File: src/rtl/uart_top.sv
// Board top for the simple-uart design: one 8N1 transmitter sending the switch nibble and
// one 8N1 receiver showing the low nibble of each good byte, each enabled by a push button.
module uart_top #(
   parameter int unsigned CLKS_PER_BIT = 1085,
   parameter int unsigned SYNC_STAGES  = 2
) (
   input  logic       sysclk,
   input  logic       rst_n,
   input  logic [1:0] btn,
   input  logic [3:0] sw,
   input  logic       uart_rx,
   output logic       uart_tx,
   output logic [3:0] led,
   output logic       led5_r,
   output logic       led5_g,
   output logic       led5_b,
   output logic       led6_r,
   output logic       led6_g,
   output logic       led6_b
);

   localparam int unsigned BaudW = (CLKS_PER_BIT > 1) ? $clog2(CLKS_PER_BIT) : 1;
   localparam logic [BaudW-1:0] BaudLast = BaudW'(CLKS_PER_BIT - 1);
   localparam logic [BaudW-1:0] BaudHalf =
      BaudW'((CLKS_PER_BIT / 2 > 0) ? CLKS_PER_BIT / 2 - 1 : 0);
   // Synchronizer idle pattern {btn, sw, uart_rx}: buttons released, line high
   localparam logic [6:0] SyncIdle = 7'b000_0001;

   typedef enum logic [1:0] {StIdle, StStart, StData, StStop} state_e;

   logic [SYNC_STAGES-1:0][6:0] sync_q = {SYNC_STAGES{SyncIdle}};
   logic [1:0] btn_s;
   logic [3:0] sw_s;
   logic       rx_s;

   logic       tx_en_q = 1'b0, tx_en_prev_q = 1'b0, rx_en_q = 1'b0, rx_prev_q = 1'b1;
   logic [1:0] tx_rg_q = 2'b10, rx_rg_q = 2'b10;

   state_e            tx_state_q = StIdle, tx_state_d;
   logic [BaudW-1:0]  tx_baud_q = '0, tx_baud_d;
   logic [2:0]        tx_bit_q = '0, tx_bit_d;
   logic [7:0]        tx_data_q = '0, tx_data_d;
   logic [3:0]        tx_last_q = '0, tx_last_d;
   logic              uart_tx_q = 1'b1, uart_tx_d;
   logic              tx_bit_end;

   state_e            rx_state_q = StIdle, rx_state_d;
   logic [BaudW-1:0]  rx_baud_q = '0, rx_baud_d;
   logic [2:0]        rx_bit_q = '0, rx_bit_d;
   logic [7:0]        rx_data_q = '0, rx_data_d;
   logic [3:0]        led_q = '0, led_d;
   logic              rx_bit_end;

   assign btn_s = sync_q[SYNC_STAGES-1][6:5];
   assign sw_s  = sync_q[SYNC_STAGES-1][4:1];
   assign rx_s  = sync_q[SYNC_STAGES-1][0];

   always_comb begin
      tx_state_d = tx_state_q;
      tx_baud_d  = tx_baud_q;
      tx_bit_d   = tx_bit_q;
      tx_data_d  = tx_data_q;
      tx_last_d  = tx_last_q;
      uart_tx_d  = uart_tx_q;
      tx_bit_end = (tx_baud_q == BaudLast);
      if (tx_state_q != StIdle) tx_baud_d = tx_bit_end ? '0 : tx_baud_q + 1'b1;
      unique case (tx_state_q)
         StIdle: begin
            uart_tx_d = 1'b1;
            if (tx_en_q && (!tx_en_prev_q || sw_s != tx_last_q)) begin
               tx_state_d = StStart;
               tx_data_d  = {4'b0000, sw_s};
               tx_last_d  = sw_s;
               tx_baud_d  = '0;
               uart_tx_d  = 1'b0;
            end
         end
         StStart: begin
            if (tx_bit_end) begin
               tx_state_d = StData;
               tx_bit_d   = 3'd0;
               uart_tx_d  = tx_data_q[0];
            end
         end
         StData: begin
            if (tx_bit_end) begin
               if (tx_bit_q == 3'd7) begin
                  tx_state_d = StStop;
                  uart_tx_d  = 1'b1;
               end else begin
                  tx_bit_d  = tx_bit_q + 3'd1;
                  uart_tx_d = tx_data_q[tx_bit_q + 3'd1];
               end
            end
         end
         StStop: begin
            if (tx_bit_end) tx_state_d = StIdle;
         end
         default: tx_state_d = StIdle;
      endcase
      if (!tx_en_q) begin
         tx_state_d = StIdle;
         uart_tx_d  = 1'b1;
      end
   end

   always_comb begin
      rx_state_d = rx_state_q;
      rx_baud_d  = rx_baud_q;
      rx_bit_d   = rx_bit_q;
      rx_data_d  = rx_data_q;
      led_d      = led_q;
      rx_bit_end = (rx_baud_q == BaudLast);
      if (rx_state_q != StIdle) rx_baud_d = rx_bit_end ? '0 : rx_baud_q + 1'b1;
      unique case (rx_state_q)
         StIdle: begin
            if (rx_prev_q && !rx_s) begin
               rx_state_d = StStart;
               rx_baud_d  = '0;
            end
         end
         StStart: begin
            // Mid start bit: a high line here was only a glitch
            if (rx_baud_q == BaudHalf) begin
               rx_state_d = rx_s ? StIdle : StData;
               rx_baud_d  = '0;
               rx_bit_d   = 3'd0;
            end
         end
         StData: begin
            if (rx_bit_end) begin
               rx_data_d = {rx_s, rx_data_q[7:1]};
               if (rx_bit_q == 3'd7) rx_state_d = StStop;
               else rx_bit_d = rx_bit_q + 3'd1;
            end
         end
         StStop: begin
            if (rx_bit_end) begin
               if (rx_s) led_d = rx_data_q[3:0];
               rx_state_d = StIdle;
            end
         end
         default: rx_state_d = StIdle;
      endcase
      if (!rx_en_q) rx_state_d = StIdle;
   end

   always_ff @(posedge sysclk) begin
      if (!rst_n) begin
         sync_q       <= {SYNC_STAGES{SyncIdle}};
         tx_en_q      <= 1'b0;
         tx_en_prev_q <= 1'b0;
         rx_en_q      <= 1'b0;
         rx_prev_q    <= 1'b1;
         tx_rg_q      <= 2'b10;
         rx_rg_q      <= 2'b10;
         tx_state_q   <= StIdle;
         tx_baud_q    <= '0;
         tx_bit_q     <= '0;
         tx_data_q    <= '0;
         tx_last_q    <= '0;
         uart_tx_q    <= 1'b1;
         rx_state_q   <= StIdle;
         rx_baud_q    <= '0;
         rx_bit_q     <= '0;
         rx_data_q    <= '0;
         led_q        <= '0;
      end else begin
         sync_q[0] <= {btn, sw, uart_rx};
         for (int unsigned i = 1; i < SYNC_STAGES; i++) sync_q[i] <= sync_q[i-1];
         tx_en_q      <= btn_s[0];
         tx_en_prev_q <= tx_en_q;
         rx_en_q      <= btn_s[1];
         rx_prev_q    <= rx_s;
         // LEDs follow the synchronized buttons directly to keep the latency short
         tx_rg_q      <= {~btn_s[0], btn_s[0]};
         rx_rg_q      <= {~btn_s[1], btn_s[1]};
         tx_state_q   <= tx_state_d;
         tx_baud_q    <= tx_baud_d;
         tx_bit_q     <= tx_bit_d;
         tx_data_q    <= tx_data_d;
         tx_last_q    <= tx_last_d;
         uart_tx_q    <= uart_tx_d;
         rx_state_q   <= rx_state_d;
         rx_baud_q    <= rx_baud_d;
         rx_bit_q     <= rx_bit_d;
         rx_data_q    <= rx_data_d;
         led_q        <= led_d;
      end
   end

   assign uart_tx = uart_tx_q;
   assign led     = led_q;
   assign led5_r  = tx_rg_q[1];
   assign led5_g  = tx_rg_q[0];
   assign led5_b  = 1'b0;
   assign led6_r  = rx_rg_q[1];
   assign led6_g  = rx_rg_q[0];
   assign led6_b  = 1'b0;

endmodule

File: config.mk
export PLATFORM = sky130hd
export DESIGN_NAME = uart_top
export DESIGN_NICKNAME = d
export VERILOG_FILES = /design/src/rtl/uart_top.sv
export SDC_FILE = /design/constraint.sdc
export NUM_CORES = 1
export LEC_CHECK = 0
export ABC_AREA = 1
export CAP_MARGIN = 20
export CORE_MARGIN = 2
export CORE_UTILIZATION = 55
export CTS_CLUSTER_DIAMETER = 120
export DETAILED_ROUTE_END_ITERATION = 10
export PLACE_DENSITY = 0.77
export SLEW_MARGIN = 10
export SYNTH_ARGS = -nofsm -noshare
export SYNTH_HDL_FRONTEND = slang
export SYNTH_SLANG_ARGS = --single-unit
File: constraint.sdc
create_clock -name sysclk -period 4.9 [get_ports sysclk]
set_input_delay 0.735 -clock sysclk [delete_from_list [all_inputs] [get_ports sysclk]]
set_output_delay 0.735 -clock sysclk [all_outputs]
set_load 0.01 [all_outputs]
### Yosys cells after proc, flatten, opt, wreduce, memory -nomap -nowiden

Cells that the tools add are included.
Widths: inputs -> output; s select.

| storage, ports and cells | value |
|---|---|
| bits in writable memories | 0 |
| output and inout port bits | 11 |
| word-level logic and storage cells | 108 |
| ROM bits | 0 |
| flip-flop bits (word level) | 71 |
| bits in latches | 0 |
| memories | 0 |

| cells by class | value |
|---|---|
| shifts and indexed selects | 0 |
| multipliers | 0 |
| div/mod/pow operators | 0 |
| bitwise operators | 2 |
| add/subtract/negate cells | 4 |
| equality and inequality tests | 24 |
| magnitude comparators | 1 |
| reductions and logical operators | 22 |
| multiplexer cells | 37 |

Operators by type and width:

| operator | count |
|---|---|
| $mux 11 | 8 |
| $ne 2x2->1 const B | 12 |
| $add 11x1->11 const B | 2 |
| $eq 11x11->1 const B | 2 |
| $mux 2 | 11 |
| $pmux 11 s2 | 1 |
| $mux 3 | 6 |
| $pmux 2 s4 | 2 |
| $pmux 3 s2 | 2 |
| $eq 11x10->1 const B | 1 |
| $reduce_and 5->1 | 2 |
| $eq 2x2->1 const B | 4 |
| $reduce_and 2->1 | 4 |
| $reduce_and 4->1 | 2 |
| $reduce_bool 2->1 | 4 |
| $add 3x1->3 const B | 2 |
| $eq 3x3->1 const B | 2 |
| $reduce_and 3->1 | 2 |
| $mux 1 | 5 |
| $eq 2x1->1 const B | 2 |
| $logic_not 2->1 | 2 |
| $lt 3x4->1 const B | 1 |
| $ne 4x4->1 | 1 |
| $bmux 1 s3 | 1 |
| other kinds (6) | 9 |

### Depth between registers and ports, before layout

| depth | value |
|---|---|
| depth in word-level cells | 6 |
| gate-level depth with buffers | 12 |

### Worst setup path before layout

No wires, ideal clock.

| timing | value |
|---|---|
| path type | in2reg |
| start | input port rst_n |
| end | register rx_prev_q |
| path slack | 3.252 ns |
| arrival | 1.523 ns |
| library setup time | 0.125 ns |
| stages | 4 |
| path through | clkbuf_1 > clkbuf_1 > clkbuf_1 > nand2_1 |

RTL lines:

| item | line | RTL |
|---|---|---|
| start: declaration | 8 | `input logic rst_n,` |
| end signal: assignment | 174 | `rx_prev_q <= rx_s;` |
| end: declaration | 36 | `logic tx_en_q = 1'b0, tx_en_prev_q = 1'b0, rx_en_q = 1'b0, rx_prev_q = 1'b1;` |

No word-level cell between the ends.

### Worst setup path in the final report

| timing | value |
|---|---|
| start | register tx_rg_q[0] |
| end | output port led5_g |

RTL lines:

| item | line | RTL |
|---|---|---|
| start: declaration | 37 | `logic [1:0] tx_rg_q = 2'b10, rx_rg_q = 2'b10;` |
| start signal: assignment | 176 | `tx_rg_q <= {~btn_s[0], btn_s[0]};` |
| end: declaration | 15 | `output logic led5_g,` |

No word-level cell between the ends.

==> impl_metrics.env <==
export IMPL_crit_buf_inv=1
export IMPL_pwr_share_comb=0.032
export IMPL_crit_fanout=4
export IMPL_dr_pass1_iters=4
export IMPL_syn_avg_cell_area_um2=7.18
export IMPL_yosysTopAreaCell="dfxtp_1"
export IMPL_p_per_area_nw_per_um2=307
export IMPL_ys_types=26
export IMPL_ioPinCount=20
export IMPL_crit_family="buffers and inverters"
export IMPL_die_h_um=79.3
export IMPL_holdBufCountCts=0
export IMPL_area_growth_pct=13.9
export IMPL_finalPower_w=0.00109
export IMPL_die_area_um2=6290
export IMPL_cp_end_kind="output port"
export IMPL_post_cts_resize_count=0
export IMPL_portBuffers=17
export IMPL_crit_chain="clkdlybuf4s50_1"
export IMPL_cts_buffers=9
export IMPL_clkSlewWorstSetupHoldPaths_ns=0.07
export IMPL_grt_setup_unrepaired="false"
export IMPL_outcome="finished clean"
export IMPL_cts_root_buffer="clkbuf_8"
export IMPL_hold_path_class="reg2reg"
export IMPL_fin_area_um2=3550
export IMPL_die_w_um=79.3
export IMPL_dp_hpwl_um=3870
export IMPL_grt_met1_usage=0.215
export IMPL_cts_max_path_buffers=2
export IMPL_syn_area_um2=3120
export IMPL_detail_route_antenna_nets=0
export IMPL_slew_headroom=0.492
export IMPL_cts_max_level=3
export IMPL_maxCapViolCount=0
export IMPL_grt_busiest_layer="met2"
export IMPL_synth_area_leaders="dfxtp_1 44%, nand2_1 11%, inv_1 8.9%, nor2_1 7.3%, ha_1 5.2%"
export IMPL_grtUsageMet3=0.0659
export IMPL_seq_area_frac_synth=0.443
export IMPL_layout_drive_gt1_share=0.0696
export IMPL_routed_wl_um=5490
export IMPL_synth_warnings=0
export IMPL_viasPerCell=4.91
export IMPL_grt_antenna_before_repair=0
export IMPL_worstMarginPinSlew_ns=0.760
export IMPL_hold_viol=0
export IMPL_fillCellCount=477
export IMPL_drcViolationCount=0
export IMPL_intPower_w=0.000860
export IMPL_fin_crit_sh=0.417
export IMPL_diodes=0
export IMPL_initial_core_util=0.566
export IMPL_grt_first_pass_wirelength_um=9780
export IMPL_synth_top_area_share=0.443
export IMPL_p_seq_frac=0.524
export IMPL_gr_total_overflow=0
export IMPL_crit_required_ns=4.16
export IMPL_core_area_um2=5510
export IMPL_dpl_instance_area_um2=3340
export IMPL_skew_ns=0.00845
export IMPL_cp_slowest_cell="clkdlybuf4s50_1"
export IMPL_maxSlewViolCount=0
export IMPL_tritoncts="yes"
export IMPL_regArea_um2=1380
export IMPL_grt_use_met2=0.336
export IMPL_slowest_delay_ns=0.56
export IMPL_clkSinkCount=69
export IMPL_syn_inst=434
export IMPL_grt_max_degree=34
export IMPL_p_switching_w=0.000232
export IMPL_gp_congestion=0.820
export IMPL_fin_nets=477
export IMPL_grt_pass1_vias=2458
export IMPL_layout_commonest_cell="nand2_1"
export IMPL_p_leak_nw=1.54
export IMPL_cts_setup_buffers=0
export IMPL_multi_input_area_um2=1410
export IMPL_arrival_ns=1.31
export IMPL_cp_start_kind="flip-flop"
export IMPL_setup_tns_final_ns=0
export IMPL_post_route_util=0.645
export IMPL_rows=27
export IMPL_layout_min_cycle_time_ns=2.04
export IMPL_vias=2614
export IMPL_p_clk_frac=0.444
export IMPL_worstSkewPairLatency_ns=0.34
export IMPL_setup_viol=0
export IMPL_drtIter0Drc=138
export IMPL_switching_share=0.213
export IMPL_path_class="reg2out"
export IMPL_most_common_layout_cells="89 x nand2_1, 74 x inv_1, 69 x dfxtp_1, 61 x nor2_1, 26 x a21oi_1"
export IMPL_wl_per_cell_um=10.3
export IMPL_track_usage=0.197
export IMPL_synth_seq_cells=69
export IMPL_vdd_drop_max_mv=0.182
export IMPL_fmaxAchievable_mhz=490
[worst reg2reg max path, cell delays in order (launching register included)]
cell,delay [ns]
dfxtp_1,0.46
inv_1,0.11
nor2_1,0.59
nand2_1,0.15
o21ai_0,0.12
nand3_1,0.19
o21ai_0,0.21
a21oi_1,0.06
[cell type report]
| class | instances | area share |
|---|---|---|
| Clock buffer | 13 | 0.0476 |
| Clock inverter | 3 | 0.0120 |
| Inverter | 76 | 0.0803 |
| Multi-Input combinational cell | 281 | 0.396 |
| Sequential cell | 69 | 0.389 |
| Tap cell | 72 | 0.0254 |
| Timing Repair Buffer | 18 | 0.0500 |
[path summary, 6_finish.rpt]
path               from           to  slack, ns  depth (start not counted)
min            btn_s[1]   rx_rg_q[1]       0.39                          1
min reg2reg    btn_s[1]   rx_rg_q[1]       0.39                          1
max          tx_rg_q[0]       led5_g       2.86                          1
max reg2reg   flip-flop  rx_bit_q[0]       2.90                          7
[layer usage]
layer | wire length (µm) | share of wire
met5 | 0 | 0
met4 | 124 | 0.023
met3 | 170 | 0.031
met2 | 2620 | 0.48
met1 | 2580 | 0.47
[logic make-up after synthesis]
kind of cell,count (synthesis),share of synthesized area
adder cells (fa/ha/maj),13,0.0522
flip-flops,69,0.443
AND/OR/NAND/NOR,202,0.280
XOR/XNOR,10,0.0281
other,1,0.00120
AO/OA/AOI/OAI,54,0.0887
buffers and inverters,85,0.107
[Yosys cell counts]
library cell,number
nand2_1,89
inv_1,74
dfxtp_1,69
nor2_1,61
a21oi_1,26
nand3_1,25
o21ai_0,25
ha_1,13
nor3_1,9
xor2_1,8
clkbuf_1,5
buf_4,4
nand2_2,3
nand4_1,3
nor2_2,3
or2_2,3
inv_2,2
nand3_2,2
nand4_2,2
xnor2_1,2
conb_1,1
nand3b_1,1
nor2_4,1
o211ai_1,1
o21bai_1,1
o22ai_1,1
[flip-flops by register name, indices dropped and copies added (netlist names), named ones only]
name	count
rx_baud_q	11
tx_baud_q	11
rx_data_q	8
sync_q	7
led	4
sw_s	4
tx_data_q	4
rx_bit_q	3
tx_bit_q	3
btn_s	2
rx_rg_q	2
tx_rg_q	2
tx_state_q	2
rx_prev_q	1
rx_s	1
rx_state_q	1
tx_en_prev_q	1
uart_tx	1
[power groups by stage]
stage | clock, W | combinational [W] | sequential (W)
3_3_place_gp | 0 | 0.0000349 | 0.000585
3_5_place_dp | 0 | 0.0000355 | 0.000585
5_1_grt | 0.000521 | 0.0000402 | 0.000573
6_report | 0.000484 | 0.0000353 | 0.000572
4_1_cts | 0.000500 | 0.0000357 | 0.000572
2_1_floorplan | 0 | 0.0000233 | 0.000585
[per-stage QoR]
step                      instances  worst slack (ns)  hold slack [ns]
final                           532              2.86            0.394
after global placement          516              2.68            0.377
after global routing            532              2.66            0.411
after detailed placement        516              2.66            0.380
after floorplan                 435              3.25            0.371
after CTS                       532              2.83            0.397
Note: power is estimated with default switching activity, not from simulation.
